--- src/rtl/circ_queue_ptr_ctrl.sv ---
// Head/tail pointer controller for a multi-ported circular queue.
// Optional synchronous clear enabled by defining CQ_FLUSH_EN.
module circ_queue_ptr_ctrl #(
  parameter int DEPTH = 16,
  parameter int W     = 2,
  localparam int IDX  = $clog2(DEPTH)
) (
  input  logic             clk,
  input  logic             rst_aL,
`ifdef CQ_FLUSH_EN
  input  logic             flush,
`endif
  input  logic [W-1:0]     enq_req,
  input  logic [W-1:0]     deq_req,
  output logic [W-1:0]     enq_grant,
  output logic [W-1:0]     deq_grant,
  output logic [W*IDX-1:0] wr_idx,
  output logic [W*IDX-1:0] rd_idx,
  output logic [IDX:0]     count,
  output logic             full,
  output logic             empty
);

  typedef logic [IDX:0]   ptr_t;
  typedef logic [IDX-1:0] idx_t;

  localparam ptr_t ONE = ptr_t'(1);
  localparam ptr_t CAP = ptr_t'(DEPTH);

  ptr_t head, tail;
  ptr_t enq_cnt, deq_cnt;
  ptr_t free_cnt;
  ptr_t n_enq, n_deq;
  logic [W-1:0] enq_san, deq_san;
  logic enq_run, deq_run;
  logic clr;

`ifdef CQ_FLUSH_EN
  assign clr = flush;
`else
  assign clr = 1'b0;
`endif

  assign count    = tail - head;
  assign full     = (count == CAP);
  assign empty    = (count == '0);
  assign free_cnt = CAP - count;

  // Requests only count up to the first clear bit.
  always_comb begin
    enq_cnt = '0;
    deq_cnt = '0;
    enq_san = '0;
    deq_san = '0;
    enq_run = 1'b1;
    deq_run = 1'b1;
    for (int i = 0; i < W; i++) begin
      enq_run = enq_run & enq_req[i];
      deq_run = deq_run & deq_req[i];
      if (enq_run) begin
        enq_cnt    = enq_cnt + ONE;
        enq_san[i] = 1'b1;
      end
      if (deq_run) begin
        deq_cnt    = deq_cnt + ONE;
        deq_san[i] = 1'b1;
      end
    end
  end

  always_comb begin
    n_enq = (enq_cnt < free_cnt) ? enq_cnt : free_cnt;
    n_deq = (deq_cnt < count) ? deq_cnt : count;
    if (!rst_aL || clr) begin
      n_enq = '0;
      n_deq = '0;
    end
  end

  always_comb begin
    enq_grant = '0;
    deq_grant = '0;
    wr_idx    = '0;
    rd_idx    = '0;
    for (int i = 0; i < W; i++) begin
      enq_grant[i] = (ptr_t'(i) < n_enq);
      deq_grant[i] = (ptr_t'(i) < n_deq);
      wr_idx[i*IDX +: IDX] = tail[IDX-1:0] + idx_t'(i);
      rd_idx[i*IDX +: IDX] = head[IDX-1:0] + idx_t'(i);
    end
  end

  always_ff @(posedge clk or negedge rst_aL) begin
    if (!rst_aL) begin
      head <= '0;
      tail <= '0;
    end else if (clr) begin
      head <= '0;
      tail <= '0;
    end else begin
      head <= head + n_deq;
      tail <= tail + n_enq;
    end
  end

`ifndef SYNTHESIS
  a_enq_thermo: assert property (@(posedge clk) disable iff (!rst_aL)
    enq_san == enq_req)
    else $warning("enq_req is not thermometer coded: %b", enq_req);
  a_deq_thermo: assert property (@(posedge clk) disable iff (!rst_aL)
    deq_san == deq_req)
    else $warning("deq_req is not thermometer coded: %b", deq_req);
  a_count_max: assert property (@(posedge clk) disable iff (!rst_aL)
    count <= CAP)
    else $error("occupancy above DEPTH: %0d", count);
`endif

endmodule

--- config.mk ---
export PLATFORM = sky130hd
export DESIGN_NAME = circ_queue_ptr_ctrl
export DESIGN_NICKNAME = d
export VERILOG_FILES = /design/src/rtl/circ_queue_ptr_ctrl.sv
export SDC_FILE = /design/constraint.sdc
export NUM_CORES = 1
export LEC_CHECK = 0
export BUFFER_PORTS_ARGS = -buffer_cell sky130_fd_sc_hd__buf_2
export CAP_MARGIN = 20
export CORE_MARGIN = 3
export CORE_UTILIZATION = 39
export CTS_BUF_LIST = sky130_fd_sc_hd__clkbuf_4 sky130_fd_sc_hd__clkbuf_8
export DETAILED_ROUTE_END_ITERATION = 12
export SLEW_MARGIN = 15
export SYNTH_ARGS = -nofsm -noshare
export SYNTH_HDL_FRONTEND = slang
export SYNTH_SLANG_ARGS = --single-unit
--- constraint.sdc ---
create_clock -name clk -period 5 [get_ports clk]
set_input_delay 1 -clock clk [delete_from_list [all_inputs] [get_ports clk]]
set_output_delay 1 -clock clk [all_outputs]
set_load 0.05 [all_outputs]
==> impl_metrics.py <==
metrics = {
    "sta": {
        "period_needed_ps": 4760,
        "rsz0062_at_grt": "false",
        "fmax_mhz": 210,
        "hold_viol": 0,
        "setup_viol": 0,
        "period_share_pct": 95.2,
        "fin_skew_ps": 6.33,
        "finalMaxSlewViolations": 0,
        "tns_ps": 0,
    },
    "placement": {
        "io_buffers": 32,
        "place_congestion": 0.839,
        "dp_hpwl_um": 1940,
    },
    "detailed_routing": {
        "drc": 0,
        "wl_um": 2300,
        "vias": 902,
        "drtPass1Iterations": 4,
        "ant_nets": 0,
        "avgViaCountPerCell": 5.01,
        "drt_iter0_drc": 25,
        "wl_per_cell_um": 12.8,
    },
    "global_routing": {
        "antenna_found_initial": 0,
        "grt_use_met3_pct": 1.28,
        "busiest_layer": "met2",
        "grt_pass1_wl_um": 3590,
        "grt_overflow": 0,
        "grt_pass1_vias": 818,
        "met2_usage_pct": 20.7,
        "grtUsageMet1_pct": 17.5,
        "grt_use_total_pct": 13.1,
        "grt_max_degree": 22,
    },
    "final_layout": {
        "syn_to_final_growth_pct": 19.4,
        "nets": 179,
        "fillers": 283,
        "drive_above_1_share_pct": 31.5,
        "diodes": 0,
    },
    "floorplan": {
        "start_util_pct": 41.5,
        "core_area_mm2": 0.00278,
        "die-area_mm2": 0.00365,
        "ios": 33,
        "chipHeight_um": 60.4,
        "rows": 19,
        "die_w_um": 60.4,
    },
    "setup_path": {
        "crit_top_cell": "ha_1",
        "critPathArrivalTime_ps": 3760,
        "startpoint": "tail[0]$_DFF_PN0_",
        "end_kind": "output port",
        "crit_fanout": 5,
        "worstSetupPathType": "register to output port",
        "reg2regPathDepth": 19,
        "cp_num_buf_inv": 4,
        "rrSetupSlack_ps": 560,
        "cp.required_ps": 4000,
        "crit_chain": "inv_1, ha_1, inv_2, fa_2, inv_1, ha_1, nand2_1, nor2_1, ha_1, o21bai_1, or4_1, mux2i_4, mux2i_4, clkbuf_4",
        "start_kind": "register",
        "cp_slowest_cell": "or4_1",
        "max_stage_delay_ps": 520,
        "r2r_start": "tail[0]$_DFF_PN0_",
        "reg2reg_to": "tail[4]$_DFF_PN0_",
        "path_delay_family": "adder cells",
    },
    "hold_path": {
        "holdPathStages": 1,
        "holdPathEnd": "tail[4]$_DFF_PN0_",
        "hold_path_class": "register to register",
        "hold_start": "tail[4]$_DFF_PN0_",
    },
    "run_status": {
        "outcome": "complete, no violations",
    },
    "cts": {
        "htreeDepth": 1,
        "cts_tree": "built",
        "cts_buffers": 3,
        "cts_root_buf": "clkbuf_4",
        "clock_latency_ps": 270,
        "ctsHoldBuffers": 0,
        "cts.sinks": 10,
        "cts_buffer_depth": 2,
        "clk_pin_slew_ps": 70,
    },
    "synthesis": {
        "ys.flop_type": "dfrtp_1",
        "ys_ff_latch": 10,
        "syn_area_mm2": 0.00115,
        "netlist_top_cells_area": "dfrtp_1 (22%), ha_1 (21%), mux2i_1 (6.9%), xnor2_1 (6.1%), fa_1 (5.2%)",
        "yosysWarningCount": 0,
        "synth.most_common_cell": "ha_1",
        "avgSynthCellArea_um2": 9.78,
        "yosysUniqueCellTypes": 31,
        "yosys.area.top_type": "dfrtp_1",
        "synthCells": 118,
        "ys_seq_area_share_pct": 21.7,
        "synth_top_area_share_pct": 21.7,
        "synthArstFlopShare_pct": 100,
        "synth_edf_count": 0,
        "ys_top_cells_by_count": "ha_1 (19), dfrtp_1 (10), inv_1 (10), nand2_1 (10)",
    },
    "flow_run": {
        "maxCapViolCount": 0,
    },
}
how the worst max path moves through the flow:
stage          slack [ps]  cells after the start      endpoint
2_1_floorplan          80                     12  enq_grant[0]
3_3_place_gp          520                     13  enq_grant[0]
3_5_place_dp          460                     13  enq_grant[0]
4_1_cts               150                     13  enq_grant[0]
5_1_grt                20                     14  enq_grant[0]
6_report              240                     14  enq_grant[0]
routing by layer:
metal / vias to the layer above / routed length (um)
met3: 6 / 102
met2: 22 / 1100
met5: - / 0
met4: 0 / 53
met1: 422 / 1050
li1: 452 / -
state kept, by name (all words and copies together) (netlist names):
signal / count
head: 5
tail: 5
per-stage QoR:
step	utilization, %	setup WS (ps)	hold WS, ps	std cells	cell area, um^2
after floorplan	-	77.2	466	121	1200
after CTS	48.8	149	497	178	1360
after detailed placement	48.0	459	483	175	1340
after global routing	49.5	15.7	520	180	1380
final	49.5	240	493	180	1380
after global placement	48.0	518	485	175	1340
area by class of cell:
| class | count | area [um^2] | share of cell area (%) |
|---|---|---|---|
| Clock buffer | 3 | 22.5 | 1.63 |
| Sequential cell | 10 | 250 | 18.2 |
| Inverter | 11 | 41.3 | 3.00 |
| Timing Repair Buffer | 34 | 180 | 13.1 |
| Multi-Input combinational cell | 91 | 845 | 61.3 |
| Tap cell | 31 | 38.8 | 2.82 |
what timing repair did:
action | 4_1_cts | 5_1_grt
setup endpoints to repair | 0 | 2
resized for setup | 0 | 2
hold endpoints to repair | 0 | 0
buffers inserted | 0 | 2
cells in the final DEF, fill, tap and decap left out:
cell | synthesis | layout
a21oi_1 | 6 | 6
o21ai_1 | 1 | 1
mux2i_1 | 8 | 6
mux2i_4 | 1 | 3
o21a_1 | 1 | 1
nor3_4 | 1 | 1
fa_2 | 0 | 1
nand2b_1 | 2 | 2
buf_2 | 0 | 30
xnor2_2 | 1 | 2
nand3_1 | 2 | 2
and2_1 | 2 | 2
and3_1 | 1 | 1
nand2_1 | 10 | 10
a31oi_2 | 1 | 1
buf_4 | 8 | 2
clkbuf_4 | 0 | 5
or4_1 | 1 | 1
conb_1 | 1 | 4
a21o_1 | 6 | 6
xnor2_4 | 1 | 1
xnor2_1 | 8 | 7
xor2_1 | 4 | 4
o21ai_0 | 2 | 2
nand3b_1 | 1 | 1
o21bai_1 | 1 | 1
fa_1 | 3 | 2
dfrtp_1 | 10 | 10
nor2b_1 | 1 | 1
nor2_1 | 3 | 3
inv_2 | 1 | 1
ha_1 | 19 | 19
inv_1 | 10 | 10
kinds of logic after synthesis:
group | Yosys count | synth area share, %
other | 1 | 0.325
adder cells (fa/ha/maj) | 22 | 25.8
AO/OA/AOI/OAI | 18 | 10.2
multiplexers | 9 | 8.89
XOR/XNOR | 14 | 12.9
AND/OR/NAND/NOR | 24 | 11.1
buffers and inverters | 20 | 9.11
flip-flops | 10 | 21.7
Power is not shown: default switching activity piles up to over one toggle a cycle in this logic, so the estimate is an artifact.
